File: src/rtl/buf_pipeline_param_pkg.sv
// Shared widths, control-bundle bit positions and helpers for the elastic
// pipeline register chain that sits between ID and WB.
package buf_pipeline_param_pkg;

  localparam int ANCHO_DATOS_DEF = 32;
  localparam int ANCHO_CTRL_DEF  = 8;
  localparam int ANCHO_REG_DEF   = 5;
  localparam int ETAPAS_DEF      = 3;

  // Bit positions inside the control bundle carried alongside the payload.
  localparam int CTRL_ALU_OP_LSB   = 0;
  localparam int CTRL_ALU_OP_W     = 4;
  localparam int CTRL_MEM_ESCRIBIR = 4;
  localparam int CTRL_MEM_LEER     = 5;
  localparam int CTRL_MEM_A_REG    = 6;
  localparam int CTRL_ALU_SRC      = 7;

  localparam int REG_CERO = 0;
  localparam int ANCHO_CNT = 16;

  typedef logic [ANCHO_CNT-1:0] cnt_t;

  function automatic cnt_t sat_inc(input cnt_t v);
    return (v == '1) ? v : v + cnt_t'(1);
  endfunction

endpackage

File: src/rtl/buf_pipeline_param_etapa.sv
// One elastic stage: a valid bit plus a payload register. Loads from upstream
// when allowed to, holds otherwise; flush clears the valid bit over any load.
module buf_pipeline_param_etapa #(
  parameter int ANCHO = 48
) (
  input  logic             clk,
  input  logic             reset,
  input  logic             i_carga,
  input  logic             i_flush,
  input  logic             i_valido,
  input  logic [ANCHO-1:0] i_datos,
  output logic             o_valido,
  output logic [ANCHO-1:0] o_datos
);

  logic             r_valido;
  logic [ANCHO-1:0] r_datos;

  always_ff @(posedge clk or negedge reset) begin
    if (!reset) begin
      r_valido <= 1'b0;
      r_datos  <= '0;
    end else begin
      if (i_flush)
        r_valido <= 1'b0;
      else if (i_carga)
        r_valido <= i_valido;
      // Payload only moves with a real item, so an emptied stage keeps stale data.
      if (i_carga && i_valido)
        r_datos <= i_datos;
    end
  end

  assign o_valido = r_valido;
  assign o_datos  = r_datos;

endmodule

File: src/rtl/buf_pipeline_param.sv
// Parametrised elastic pipeline register chain (ID..WB) with per-stage flush,
// load-use bubble insertion and per-stage dest/valid taps for forwarding.
module buf_pipeline_param
  import buf_pipeline_param_pkg::*;
#(
  parameter int ANCHO_DATOS = ANCHO_DATOS_DEF,
  parameter int ANCHO_CTRL  = ANCHO_CTRL_DEF,
  parameter int ANCHO_REG   = ANCHO_REG_DEF,
  parameter int ETAPAS      = ETAPAS_DEF
) (
  input  logic                        clk,
  input  logic                        reset,
  input  logic                        in_valido,
  output logic                        in_listo,
  input  logic [ANCHO_DATOS-1:0]      in_datos,
  input  logic [ANCHO_CTRL-1:0]       in_ctrl,
  input  logic [ANCHO_REG-1:0]        in_dest,
  input  logic                        in_escribe,
  input  logic                        in_lee_mem,
  input  logic [ANCHO_REG-1:0]        in_rs,
  input  logic [ANCHO_REG-1:0]        in_rt,
  input  logic [ETAPAS-1:0]           flush,
  output logic                        out_valido,
  input  logic                        out_listo,
  output logic [ANCHO_DATOS-1:0]      out_datos,
  output logic [ANCHO_CTRL-1:0]       out_ctrl,
  output logic [ANCHO_REG-1:0]        out_dest,
  output logic                        out_escribe,
  output logic [ETAPAS-1:0]           etapa_valido,
  output logic [ETAPAS*ANCHO_REG-1:0] etapa_dest,
  output logic [ETAPAS-1:0]           etapa_escribe,
  output logic                        burbuja,
  output logic [ANCHO_CNT-1:0]        cnt_burbujas
);

  // Handshake: an item moves across a boundary only in a cycle where the sender's
  // valid and the receiver's ready (listo) are both high; ready may depend
  // combinationally on downstream ready, valid never depends on ready.

  localparam int P_CTRL = ANCHO_DATOS;
  localparam int P_DEST = P_CTRL + ANCHO_CTRL;
  localparam int P_LEE  = P_DEST + ANCHO_REG;
  localparam int P_ESC  = P_LEE + 1;
  localparam int AP     = P_ESC + 1;

  logic [AP-1:0]        w_in_pack;
  logic [AP-1:0]        w_pay [ETAPAS];
  logic [ETAPAS-1:0]    w_valido;
  logic [ETAPAS:0]      w_listo;
  logic                 w_in_val0;
  logic                 w_haz;
  logic [ANCHO_REG-1:0] w_dest0;
  logic                 w_lee0;
  logic                 w_esc0;
  logic                 w_unused_lee;
  cnt_t                 r_cnt_burbujas;

  // A write to register zero is meaningless, so it is dropped at entry.
  assign w_in_pack = {in_escribe && (in_dest != ANCHO_REG'(REG_CERO)),
                      in_lee_mem, in_dest, in_ctrl, in_datos};

  // A flushed stage counts as empty, letting upstream advance into it.
  always_comb begin
    w_listo         = '0;
    w_listo[ETAPAS] = out_listo;
    for (int i = ETAPAS - 1; i >= 0; i--)
      w_listo[i] = !w_valido[i] || w_listo[i+1] || flush[i];
  end

  assign w_dest0 = w_pay[0][P_DEST +: ANCHO_REG];
  assign w_lee0  = w_pay[0][P_LEE];
  assign w_esc0  = w_pay[0][P_ESC];

  assign w_haz = in_valido && w_valido[0] && w_lee0 && w_esc0 &&
                 (w_dest0 != ANCHO_REG'(REG_CERO)) &&
                 ((w_dest0 == in_rs) || (w_dest0 == in_rt));

  assign in_listo  = w_listo[0] && !w_haz;
  assign burbuja   = w_haz && w_listo[0];
  assign w_in_val0 = in_valido && !w_haz;

  for (genvar g = 0; g < ETAPAS; g++) begin : g_etapa
    if (g == 0) begin : g_primera
      buf_pipeline_param_etapa #(.ANCHO(AP)) u_etapa (
        .clk      (clk),
        .reset    (reset),
        .i_carga  (w_listo[g]),
        .i_flush  (flush[g]),
        .i_valido (w_in_val0),
        .i_datos  (w_in_pack),
        .o_valido (w_valido[g]),
        .o_datos  (w_pay[g])
      );
    end else begin : g_resto
      buf_pipeline_param_etapa #(.ANCHO(AP)) u_etapa (
        .clk      (clk),
        .reset    (reset),
        .i_carga  (w_listo[g]),
        .i_flush  (flush[g]),
        .i_valido (w_valido[g-1]),
        .i_datos  (w_pay[g-1]),
        .o_valido (w_valido[g]),
        .o_datos  (w_pay[g])
      );
    end
    assign etapa_dest[g*ANCHO_REG +: ANCHO_REG] = w_pay[g][P_DEST +: ANCHO_REG];
    assign etapa_escribe[g] = w_valido[g] && w_pay[g][P_ESC];
  end

  assign etapa_valido = w_valido;

  assign out_valido   = w_valido[ETAPAS-1];
  assign out_datos    = w_pay[ETAPAS-1][0 +: ANCHO_DATOS];
  assign out_ctrl     = w_pay[ETAPAS-1][P_CTRL +: ANCHO_CTRL];
  assign out_dest     = w_pay[ETAPAS-1][P_DEST +: ANCHO_REG];
  assign out_escribe  = w_valido[ETAPAS-1] && w_pay[ETAPAS-1][P_ESC];
  assign w_unused_lee = w_pay[ETAPAS-1][P_LEE];

  always_ff @(posedge clk or negedge reset) begin
    if (!reset)
      r_cnt_burbujas <= '0;
    else if (burbuja)
      r_cnt_burbujas <= sat_inc(r_cnt_burbujas);
  end

  assign cnt_burbujas = r_cnt_burbujas;

endmodule
File: config.mk
export PLATFORM = sky130hd
export DESIGN_NAME = buf_pipeline_param
export DESIGN_NICKNAME = d
export VERILOG_FILES = /design/src/rtl/buf_pipeline_param_pkg.sv /design/src/rtl/buf_pipeline_param_etapa.sv /design/src/rtl/buf_pipeline_param.sv
export SDC_FILE = /design/constraint.sdc
export NUM_CORES = 1
export LEC_CHECK = 0
export CORE_ASPECT_RATIO = 1.1
export CORE_MARGIN = 2
export CORE_UTILIZATION = 45
export DETAILED_ROUTE_END_ITERATION = 10
export GPL_TIMING_DRIVEN = 1
export PLACE_DENSITY = 0.8
export REMOVE_ABC_BUFFERS = 1
export SYNTH_ARGS = -nofsm -noshare
export SYNTH_HDL_FRONTEND = slang
export SYNTH_SLANG_ARGS = --single-unit
File: constraint.sdc
create_clock -name clk -period 2.2 [get_ports clk]
set_input_delay 0.22 -clock clk [delete_from_list [all_inputs] [get_ports clk]]
set_output_delay 0.22 -clock clk [all_outputs]
set_load 0.01 [all_outputs]
==> results of run 1 <==
kinds of logic after synthesis:
logic type	after synthesis
compound gates	12
xor+xnor	23
simple gates	60
buf+inv	85
fa+ha+maj	1
mux	141
flops	158
flip-flops by register name, summed over array words and instances, names as in the netlist:
register / cells
g_etapa.g_primera.u_etapa.o_datos: 47
cnt_burbujas: 16
g_etapa.g_resto.u_etapa.o_datos: 92
g_etapa.g_resto.u_etapa.o_valido: 2
g_etapa.g_primera.u_etapa.o_valido: 1
worst max-delay path, stage by stage, from the launching register on:
cell,delay (ns)
dfrtp_1,0.39
buf_6,0.14
xor2_2,0.18
nor3_2,0.21
a22oi_2,0.10
buf_4,0.16
buf_6,0.11
o211a_4,0.24
buf_12,0.18
mux2_4,0.31
placed cells by master, fill, tap and decap left out, types with 3 or more instances in the layout:
master,Yosys,final
clkbuf_16,0,17
inv_1,4,4
nor2_1,11,10
nand4_1,6,6
o21ai_0,5,3
buf_6,4,6
mux2_2,109,109
xor2_2,0,3
clkinv_2,0,3
nand3_1,6,6
and4_1,4,4
dfrtp_1,158,158
clkdlybuf4s50_1,0,146
nand2_1,7,7
nor3_1,8,6
and2_1,3,3
xor2_1,23,20
clkinv_4,0,4
buf_12,0,7
nor4_2,0,3
mux2_4,29,29
bufinv_16,0,3
buf_4,64,20
metrics by stage:
step / cells / area (sq um) / worst slack (ns)
6_report: 808 / 9080 / 0.0492
5_1_grt: 808 / 9080 / -0.0552
4_1_cts: 807 / 9010 / 0.00270
3_5_place_dp: 771 / 8350 / -0.122
3_3_place_gp: 771 / 8350 / -0.101
2_1_floorplan: 399 / 6300 / -2.35
power by group:
| group | total [W] | internal [W] | switching, W |
|---|---|---|---|
| clock | 0.00299 | 0.00182 | 0.00117 |
| combinational | 0.00190 | 0.00123 | 0.000674 |
| sequential | 0.00377 | 0.00346 | 0.000310 |
| total | 0.00866 | 0.00650 | 0.00216 |
per-layer routing:
layer,vias up,GRT usage,part of all wire
met5,-,0,0
li1,1848,-,-
met3,25,0.0441,0.043
met4,0,0.0651,0.019
met2,116,0.318,0.53
met1,2100,0.216,0.41
layout make-up:
class / instances / area share
repair buffers: 181 / 0.202
multi-input cells: 237 / 0.267
clock buffers: 19 / 0.0488
well taps: 196 / 0.0270
clock inverters: 13 / 0.0180
inverters: 4 / 0.00165
flip-flops and latches: 158 / 0.435
timing repair:
| action | 4_1_cts | 5_1_grt |
|---|---|---|
| hold buffers | 1 | 0 |
| buffers inserted | 3 | 1 |
| pin swaps | 6 | 2 |
| setup endpoints to repair | 3 | 55 |
| hold endpoints to repair | 69 | 0 |
| gates resized for setup | 16 | 11 |
worst max-delay path by stage:
stage / start / endpoint / slack, ns / cells past startpoint
finish: g_etapa[0].g_primera.u_etapa.o_datos[41]$_DFFE_PN0P_ / g_etapa[0].g_primera.u_etapa.o_datos[21]$_DFFE_PN0P_ / 0.05 / 9
global route: g_etapa[0].g_primera.u_etapa.o_datos[41]$_DFFE_PN0P_ / cnt_burbujas[6]$_DFFE_PN0P_ / -0.06 / 9
CTS: g_etapa[0].g_primera.u_etapa.o_datos[44]$_DFFE_PN0P_ / g_etapa[0].g_primera.u_etapa.o_datos[11]$_DFFE_PN0P_ / 0.003 / 9
detailed placement: in_rt[1] / g_etapa[0].g_primera.u_etapa.o_datos[8]$_DFFE_PN0P_ / -0.12 / 8
global placement: flush[2] / burbuja / -0.10 / 6
floorplan: g_etapa[2].g_resto.u_etapa.o_valido$_DFFE_PN0P_ / g_etapa[1].g_resto.u_etapa.o_datos[0]$_DFFE_PN0P_ / -2.35 / 3
==> impl_metrics.py, run 1 <==
metrics = {
    "outcome": {
        "status": "complete, no violations",
    },
    "power_and_ir_drop": {
        "leakage_nw": 3.96,
        "total_power_w": 0.00866,
        "power_density_nw_per_um2": 954,
        "ir_worst_vdd_uv": 665,
    },
    "routing": {
        "routedWlPerCell_um": 17.4,
        "vias": 4089,
        "firstDrtPassIters": 4,
        "post_drt_via_cell_ratio": 5.06,
        "drc": 0,
        "wl_um": 14100,
        "postRouteAntennaNets": 0,
        "drtIter0Drc": 193,
    },
    "yosys": {
        "yosysTopAreaCell": "dfrtp_1",
        "synthMuxAreaShare": 0.246,
        "synth_xor_area_frac": 0.0293,
        "syn-cell-area_sq_um": 6880,
        "synth-simple-area-share": 0.0489,
        "yosys.area_share.adder": 0.00182,
        "seq_area_frac_synth": 0.575,
        "synthArstFlopShare": 1.00,
        "synth_edf_count": 0,
        "netlist_top_cells_area": "dfrtp_1 57%, mux2_2 18%, buf_4 7.0%",
        "ys_top_cells_by_count": "158 x dfrtp_1, 109 x mux2_2, 64 x buf_4, 29 x mux2_4, 23 x xor2_1",
        "syn_inst": 480,
        "ys_types": 32,
        "avgSynthCellArea_sq_um": 14.3,
        "ys.flop_type": "dfrtp_1",
        "synth_top_family_by_area": "multiplexers",
        "netlist.area_leader.share": 0.575,
        "synth-compound-area-share": 0.0120,
        "synth-seq-cells": 158,
        "synth_warnings": 0,
        "yosysMostFrequentCell": "dfrtp_1",
    },
    "grt": {
        "grt_overflow": 0,
        "grt_max_degree": 72,
        "antenna_found_initial": 0,
        "grt_usage": 0.181,
        "grt_pass1_vias": 4438,
        "grt_pass1_wl_um": 22800,
    },
    "worst_hold_path": {
        "min_path_type": "in -> async",
    },
    "sta": {
        "fin_crit_sh": 0.978,
        "relSlewSlack": 0.564,
        "fmax_ghz": 0.465,
        "fin_crit_ns": 2.15,
        "hold-worst-slack_ns": 0.390,
        "skew_ns": 0.00774,
        "rsz0062_at_grt": "yes",
        "setup_viol": 0,
        "final_max_slew_viol_count": 0,
        "tns_ns": 0,
        "hold_viol": 0,
        "worst_pin_slew_ns": 0.654,
    },
    "die": {
        "fp.dieW_um": 122,
        "die_h_um": 134,
        "die_area_sq_um": 16300,
        "io_pins": 150,
        "rows": 47,
        "start_util": 0.459,
        "coreArea_sq_um": 15000,
    },
    "placed_design": {
        "io_buffers": 149,
        "place_congestion": 0.818,
        "dp_hpwl_um": 9420,
    },
    "critical_path": {
        "cp-start-kind": "register",
        "rrSetupSlack_ns": 0.05,
        "worstPathMaxFanout": 22,
        "worst-r2r-cell-count": 9,
        "r2r-end": "g_etapa[0].g_primera.u_etapa.o_datos[21]$_DFFE_PN0P_",
        "arrival_ns": 2.45,
        "cp-end-kind": "register",
        "crit_type": "reg -> reg",
        "rr_startpoint": "g_etapa[0].g_primera.u_etapa.o_datos[41]$_DFFE_PN0P_",
        "cp_data_required_time_ns": 2.50,
    },
    "cells_and_area": {
        "nets": 664,
        "multi_input_comb_area_sq_um": 2430,
        "fin_util": 0.606,
        "fillers": 1128,
        "antennaDiodeCount": 0,
        "drive_above_1_share": 0.359,
        "syn2layout_area_growth_pct": 32.1,
        "seq_area_sq_um": 3950,
    },
    "clock_tree": {
        "cts_tree": "built",
        "htree_num_levels": 4,
        "clockBufferDepth": 2,
        "cts_buffers": 17,
        "numClockSinks": 158,
        "clkTransAtPathRegs_ns": 0.06,
        "root_buffer": "clkbuf_16",
        "clock_latency_ns": 0.42,
    },
    "run": {
        "drv_cap": 0,
    },
}
Note: power is estimated with default switching activity, not from simulation.
==> run 2: changes to the inputs <==
--- a/config.mk
+++ b/config.mk
@@ -12,6 +12,7 @@
 export GPL_TIMING_DRIVEN = 1
 export PLACE_DENSITY = 0.8
 export REMOVE_ABC_BUFFERS = 1
+export SLEW_MARGIN = 5
 export SYNTH_ARGS = -nofsm -noshare
 export SYNTH_HDL_FRONTEND = slang
 export SYNTH_SLANG_ARGS = --single-unit
==> results of run 2 <==
No change in the layout: final DEF, timing and power equal those of run 1.
